## config.mk

```make
export PLATFORM = sky130hd
export DESIGN_NAME = anticipator_update
export DESIGN_NICKNAME = d
export VERILOG_FILES = /design/src/rtl/anticipator_update.sv
export SDC_FILE = /design/constraint.sdc
export NUM_CORES = 1
export LEC_CHECK = 0
export CAP_MARGIN = 40
export CORE_ASPECT_RATIO = 1.4
export CORE_MARGIN = 3
export CORE_UTILIZATION = 40
export DETAILED_ROUTE_END_ITERATION = 10
export PLACE_DENSITY_LB_ADDON = 0.1
export SLEW_MARGIN = 25
export SYNTH_ARGS = -nofsm -noshare
export SYNTH_HDL_FRONTEND = slang
export SYNTH_SLANG_ARGS = --single-unit
```

## constraint.sdc

```tcl
create_clock -name clk -period 3.44 [get_ports clk]
set_clock_uncertainty 0.05 [all_clocks]
set_input_delay 0.344 -clock clk [delete_from_list [all_inputs] [get_ports clk]]
set_output_delay 0.344 -clock clk [all_outputs]
set_load 0.005 [all_outputs]
```

## src/rtl/anticipator_update.sv

```systemverilog
// Read-modify-write updater for the 2-bit anticipator counter table, plus init sweep after reset/flush.
// Latency accept->write 2 cycles; upd_ready drops when the update FIFO is full or during flush.
module anticipator_update #(
    parameter int         ADDR_W   = 12,
    parameter int         DEPTH    = 4,
    parameter logic [1:0] INIT_VAL = 2'b01
) (
    input  logic              clk,
    input  logic              rst,
    input  logic              flush,
    input  logic              upd_valid,
    output logic              upd_ready,
    input  logic [ADDR_W-1:0] upd_addr,
    input  logic              upd_taken,
    output logic [ADDR_W-1:0] rd_addr,
    input  logic [1:0]        rd_data,
    output logic              wr_en,
    output logic [ADDR_W-1:0] wr_addr,
    output logic [1:0]        wr_data,
    output logic              init_busy
);

    localparam int            PW       = $clog2(DEPTH);
    localparam logic [PW:0]   FULL_CNT = (PW+1)'(DEPTH);

    typedef enum logic {S_INIT, S_RUN} state_t;

    state_t            state;
    logic [ADDR_W-1:0] cnt;

    logic [ADDR_W-1:0] q_addr [DEPTH];
    logic [DEPTH-1:0]  q_taken;
    logic [PW-1:0]     rd_ptr;
    logic [PW-1:0]     wr_ptr;
    logic [PW-1:0]     head_idx_n;
    logic [PW:0]       count;

    logic              w_vld;
    logic [ADDR_W-1:0] w_addr;
    logic [1:0]        w_new;

    logic              full;
    logic              empty;
    logic              push;
    logic              pop;
    logic              fwd;
    logic [1:0]        old_val;
    logic [1:0]        new_val;
    logic [ADDR_W-1:0] rd_addr_n;

    always_comb begin
        full      = (count == FULL_CNT);
        empty     = (count == '0);
        upd_ready = !full && !flush;
        push      = upd_valid && upd_ready;
        pop       = (state == S_RUN) && !empty && !flush;

        // rd_addr always holds the FIFO head, so the table read is ready in the pop cycle
        fwd       = w_vld && (w_addr == rd_addr);
        old_val   = fwd ? w_new : rd_data;
        new_val   = old_val;
        if (q_taken[rd_ptr]) begin
            if (old_val != 2'b11) new_val = old_val + 2'b01;
        end else begin
            if (old_val != 2'b00) new_val = old_val - 2'b01;
        end

        head_idx_n = rd_ptr + PW'(pop);
        rd_addr_n  = (push && (wr_ptr == head_idx_n)) ? upd_addr : q_addr[head_idx_n];
    end

    always_ff @(posedge clk) begin
        if (push) begin
            q_addr[wr_ptr]  <= upd_addr;
            q_taken[wr_ptr] <= upd_taken;
        end
    end

    always_ff @(posedge clk or posedge rst) begin
        if (rst) begin
            state     <= S_INIT;
            cnt       <= '0;
            rd_ptr    <= '0;
            wr_ptr    <= '0;
            count     <= '0;
            w_vld     <= 1'b0;
            w_addr    <= '0;
            w_new     <= 2'b00;
            rd_addr   <= '0;
            wr_en     <= 1'b0;
            wr_addr   <= '0;
            wr_data   <= 2'b00;
            init_busy <= 1'b1;
        end else if (flush) begin
            state     <= S_INIT;
            cnt       <= '0;
            rd_ptr    <= '0;
            wr_ptr    <= '0;
            count     <= '0;
            w_vld     <= 1'b0;
            rd_addr   <= '0;
            wr_en     <= 1'b0;
            init_busy <= 1'b1;
        end else begin
            rd_ptr    <= head_idx_n;
            wr_ptr    <= wr_ptr + PW'(push);
            count     <= count + (PW+1)'(push) - (PW+1)'(pop);
            rd_addr   <= rd_addr_n;
            init_busy <= (state == S_INIT);
            case (state)
                S_INIT: begin
                    wr_en   <= 1'b1;
                    wr_addr <= cnt;
                    wr_data <= INIT_VAL;
                    cnt     <= cnt + ADDR_W'(1);
                    w_vld   <= 1'b0;
                    if (cnt == '1) begin
                        state <= S_RUN;
                        // Last sweep write lands together with the first pop; forward it
                        w_vld  <= 1'b1;
                        w_addr <= '1;
                        w_new  <= INIT_VAL;
                    end
                end
                default: begin
                    w_vld  <= pop;
                    w_addr <= rd_addr;
                    w_new  <= new_val;
                    wr_en  <= pop && (new_val != old_val);
                    if (pop) begin
                        wr_addr <= rd_addr;
                        wr_data <= new_val;
                    end
                end
            endcase
        end
    end

endmodule
```

* Word-level counts from Yosys, hierarchy flattened
Memory sizes are Yosys's and may differ from the RTL's.
Index checks and enable logic that the tools add are counted.
** Operators by class
- Reductions and logical operators :: 16
- $lt $le $gt $ge :: 3
- Bitwise logic cells :: 2
- Add/subtract/negate cells :: 7
- Muxes and demuxes :: 34
- Equal/unequal tests :: 8
** Operators with widths (number)
- $mux W12 :: 8
- $mux W2 :: 10
- $add A12 B1 Y12 const B :: 1
- $eq A12 B12 Y1 :: 1
- $eq A12 B12 Y1 const B :: 1
- $mux W1 :: 12
- $logic_and A1 B1 Y1 :: 8
- $lt A2 B3 Y1 const B :: 2
- $add A2 B1 Y2 :: 2
- $bwmux W4 :: 1
- $ne A2 B2 Y1 const B :: 2
- $reduce_and A2 Y1 :: 2
- $reduce_bool A2 Y1 :: 2
- $add A3 B1 Y3 :: 1
- $eq A3 B3 Y1 const B :: 1
- $logic_not A1 Y1 :: 3
- $logic_not A3 Y1 :: 1
- $mux W3 :: 1
- $sub A3 B1 Y3 :: 1
- $add A2 B1 Y2 const B :: 1
- $bmux W1 S2 :: 1
- $demux W1 S2 :: 1
- $eq A2 B2 Y1 :: 1
- $ge A2 B1 Y1 const B :: 1
- other kinds (4) :: 5
** Word-level totals
- Output and inout bits :: 29
- Bits in writable memories :: 48
- Register bits :: 67
- Bits of input ports :: 19
- Word-level logic and storage cells :: 85
- Memories kept :: 1
** Memory list
- q_addr :: depth 4, width 12, rd ports 1, clocked after memory_dff 0, wr ports 1, line 31 : logic [ADDR_W-1:0] q_addr [DEPTH];

* Depth between registers and ports, before layout
- Depth in word-level cells :: 10
- Gate-level depth with buffers :: 12
- Depth with buffers taken out :: 11

* Worst setup path before layout
OpenSTA, ideal clock, no wires.
- Kind :: input to register
- Start :: in flush
- End :: reg rd_addr[1]
- Stages :: 10
- Required time :: 3.258 ns
- Path buffers :: 4
- Arrival time :: 2.625 ns
- Setup slack :: 0.633 ns
- Setup time :: 0.132 ns
- Path through :: clkbuf_8 > or2b_2 > clkbuf_8 > nor2_1 > ha_1 > buf_2 > buf_1 > mux4_2 > mux2i_1 > nor2_1
** On the way
- Cells in the longest elaborated chain, start to end :: 7
- Elaborated cells between the ends (all ways) :: 10
- Those cells by class :: add/sub: 1; eq/ne: 1; mux: 2; reduce/logical: 5; memory: 1
** Ends and longest elaborated chain
- start: declaration :: line 10 : input logic flush,
- parallel branches: the longest is 6 deep, another holds $mem_v2 Z4 W12
- $mux W12 * :: line 94 : end else if (flush) begin
- end signal: assignment :: line 108 : rd_addr <= rd_addr_n;
- end: declaration :: line 15 : output logic [ADDR_W-1:0] rd_addr,
Mark *: on every way between the ends.
A chain may end at the register's enable or synchronous reset.

* Worst setup path after layout
- Start :: reg count[1]
- End :: reg rd_addr[5]
** On the way
- Cells in the longest elaborated chain, start to end :: 9
- Elaborated cells between the ends (all ways) :: 14
- Those cells by class :: add/sub: 1; eq/ne: 2; mux: 2; reduce/logical: 8; memory: 1
** Ends and longest elaborated chain
- start: declaration :: line 36 : logic [PW:0] count;
- start signal: assignment :: line 107 : count <= count + (PW+1)'(push) - (PW+1)'(pop);
- parallel branches: the longest is 7 deep, another holds $mem_v2 Z4 W12
- $mux W12 * :: line 69 : rd_addr_n = (push && (wr_ptr == head_idx_n)) ? upd_addr : q_addr[head_idx_n];
- $mux W12 * :: line 94
Marked as above.

==> flow_summary.yaml <==
final_layout:
  synthToLayoutAreaGrowth_pct: 25.7
  layout-drive-gt1-share: 0.166
  antennaDiodeCount: 0
  register_area_um2: 3140
  final_cell_area_um2: 6100
  finalNetCount: 428
  multi_input_area_um2: 1590
  fillers: 1024
grt:
  gr-total-overflow: 0
  grt_max_degree: 36
  grt_pass1_wl_um: 15600
  globalRouteTotalUtil: 0.153
  first_global_vias: 2946
  antenna_found_initial: 0
clocking:
  cts_made_buffers: 17
  cts_buffer_depth: 2
  htree_levels: 4
  clock_latency_ns: 0.40
  cts_resized: 0
  tritoncts: "done"
  ctsHoldBuffers: 0
  cts.sinks: 115
  cts_setup_buffers: 0
  root_buffer: "clkbuf_16"
  clk_pin_slew_worst_paths_ns: 0.05
sta:
  maxSlewHeadroom: 0.524
  fin_crit_sh: 0.727
  hold-worst-slack_ns: 0.186
  drv_slew: 0
  hold_viol: 0
  setup_viol: 0
  fmax_mhz: 400
  tightest_slew_ns: 0.714
  finalSetupTns_ns: 0
  period_minus_slack_ns: 2.50
  rsz0062_at_grt: "false"
run_status:
  outcome: "completed"
routing:
  ant_nets: 0
  drt-initial-drc-count: 142
  routed_wl_um: 9600
  vias: 2843
  dr.pass1.iters: 5
  avgRoutedWirePerCell_um: 17.1
  drc: 0
  vias_per_cell: 5.05
pwr:
  ir_worst_vdd_v: 0.000347
  power_density_nw_per_um2: 571
  power.leakage_nw: 2.40
min_path:
  hp-class: "in -> async"
logic_synthesis:
  synthCells: 338
  synth_top_flop_cell: "dfrtp_1"
  yosysTopAreaCell: "edfxtp_1"
  yosysSeqAreaShare: 0.647
  synth_common_cells: "dfrtp_1, edfxtp_1, nor2_1"
  avgSynthCellArea_um2: 14.4
  synth_area_leaders: "edfxtp_1, dfrtp_1, mux4_2"
  synth_most_common_cell: "dfrtp_1"
  synth-edff-count: 52
  synth_nets: 363
  synth-seq-cells: 115
  synth_top_area_share: 0.322
  yosysWarnings: 0
  synthArstFlopShare: 0.548
  syn-cell-area_um2: 4850
  synth_cell_types: 42
worst_setup_path:
  arrival_ns: 2.72
  reg2reg_slack_ns: 0.94
  critPathRequiredTime_ns: 3.66
  ff2ff_path_depth: 7
  crit_path_start_kind: "register"
  r2r_start: "count[1]"
  r2r-end: "rd_addr[5]"
  path_class: "reg -> reg"
  cp-end-kind: "register"
  path_max_fanout: 8
floorplanning:
  core_um2: 11800
  die_h_um: 136
  ioPinCount: 48
  fp.dieW_um: 99.1
  die-area_um2: 13500
  initial_core_util: 0.410
  rows: 47
placed_design:
  postPlaceCellArea_um2: 5540
  numPortBuffers: 47
  gp_congestion: 0.743
  hpwl_um: 6460
run:
  maxCapViolCount: 0
==> layout by cell type, fill, tap and decap left out, drive strengths merged, types with 4 or more instances in the layout <==
| cell | netlist | routed |
|---|---|---|
| nand4 | 6 | 6 |
| or3 | 4 | 4 |
| dfrtp | 62 | 62 |
| o22a | 11 | 11 |
| nand2 | 8 | 8 |
| a21oi | 20 | 20 |
| clkbuf | 9 | 20 |
| clkinv | 0 | 8 |
| nor2b | 7 | 7 |
| ha | 5 | 5 |
| buf | 6 | 14 |
| nor2 | 43 | 43 |
| clkdlybuf4s50 | 0 | 47 |
| xor2 | 9 | 9 |
| mux4 | 13 | 13 |
| edfxtp | 52 | 52 |
| xnor2 | 18 | 18 |
| inv | 9 | 9 |
| nand3 | 8 | 8 |
| mux2i | 25 | 25 |
==> power breakdown <==
group / internal, mW / switching (mW) / leakage, nW
clock: 1.07 / 0.579 / 0.277
sequential: 1.51 / 0.0525 / 1.27
combinational: 0.147 / 0.121 / 0.848
total: 2.73 / 0.753 / 2.40
==> sequential cells by signal, indices dropped and copies added (netlist names), 2 cells and up <==
register  cells
cnt          12
wr_ptr        2
w_new         2
q_taken       4
wr_addr      12
count         3
wr_data       2
q_addr       48
w_addr       12
rd_addr      12
rd_ptr        2
==> metal layers <==
layer / share of wire / vias up / routed length (µm) / GRT usage
met5: 0 / - / 0 / 0
met4: 0.011 / 0 / 106 / 0.0653
met3: 0.034 / 8 / 322 / 0.0426
met2: 0.52 / 45 / 5030 / 0.257
met1: 0.43 / 1430 / 4140 / 0.184
li1: - / 1360 / - / -
==> through the flow <==
stage           util  worst slack, ns  cells  power (mW)
6_report       0.516            0.939    563        3.48
2_1_floorplan      -            0.633    338        1.73
3_5_place_dp   0.469            0.499    531        1.86
3_3_place_gp   0.469            0.527    531        1.86
5_1_grt        0.516            0.704    563        3.62
4_1_cts        0.516            0.879    563        3.52
==> worst max-delay path by stage <==
stage | startpoint | to | slack, ns
4_1_cts | state | rd_addr[5] | 0.88
3_5_place_dp | flush | count[2] | 0.50
6_report | count[1] | rd_addr[5] | 0.94
5_1_grt | count[1] | rd_addr[1] | 0.70
3_3_place_gp | flush | count[2] | 0.53
2_1_floorplan | flush | rd_addr[1] | 0.63
==> area by class of cell <==
cell class,instances,area share
tap,147,0.0302
clock inverter,12,0.0187
multi-input combinational,199,0.261
sequential,115,0.515
clock buffer,20,0.0732
timing repair buffer,61,0.0964
inverter,9,0.00554
==> cell families (layout without fill, tap and decap cells) <==
logic type | Yosys count | count (layout) | share of synthesized area
compound gates | 40 | 40 | 0.0565
xor+xnor | 27 | 27 | 0.0487
flops | 115 | 115 | 0.647
simple gates | 84 | 84 | 0.0831
mux | 40 | 40 | 0.117
buf+inv | 24 | 102 | 0.0255
fa+ha+maj | 8 | 8 | 0.0217
==> worst max-delay path, stage by stage (launching register included) <==
cell,delay [ns]
dfrtp_1,0.43
nor3_1,0.26
nor2_1,0.14
ha_1,0.56
buf_12,0.20
mux4_2,0.49
mux2i_1,0.18
nor2_1,0.06
No activity file was read; power rests on OpenSTA's default activity.
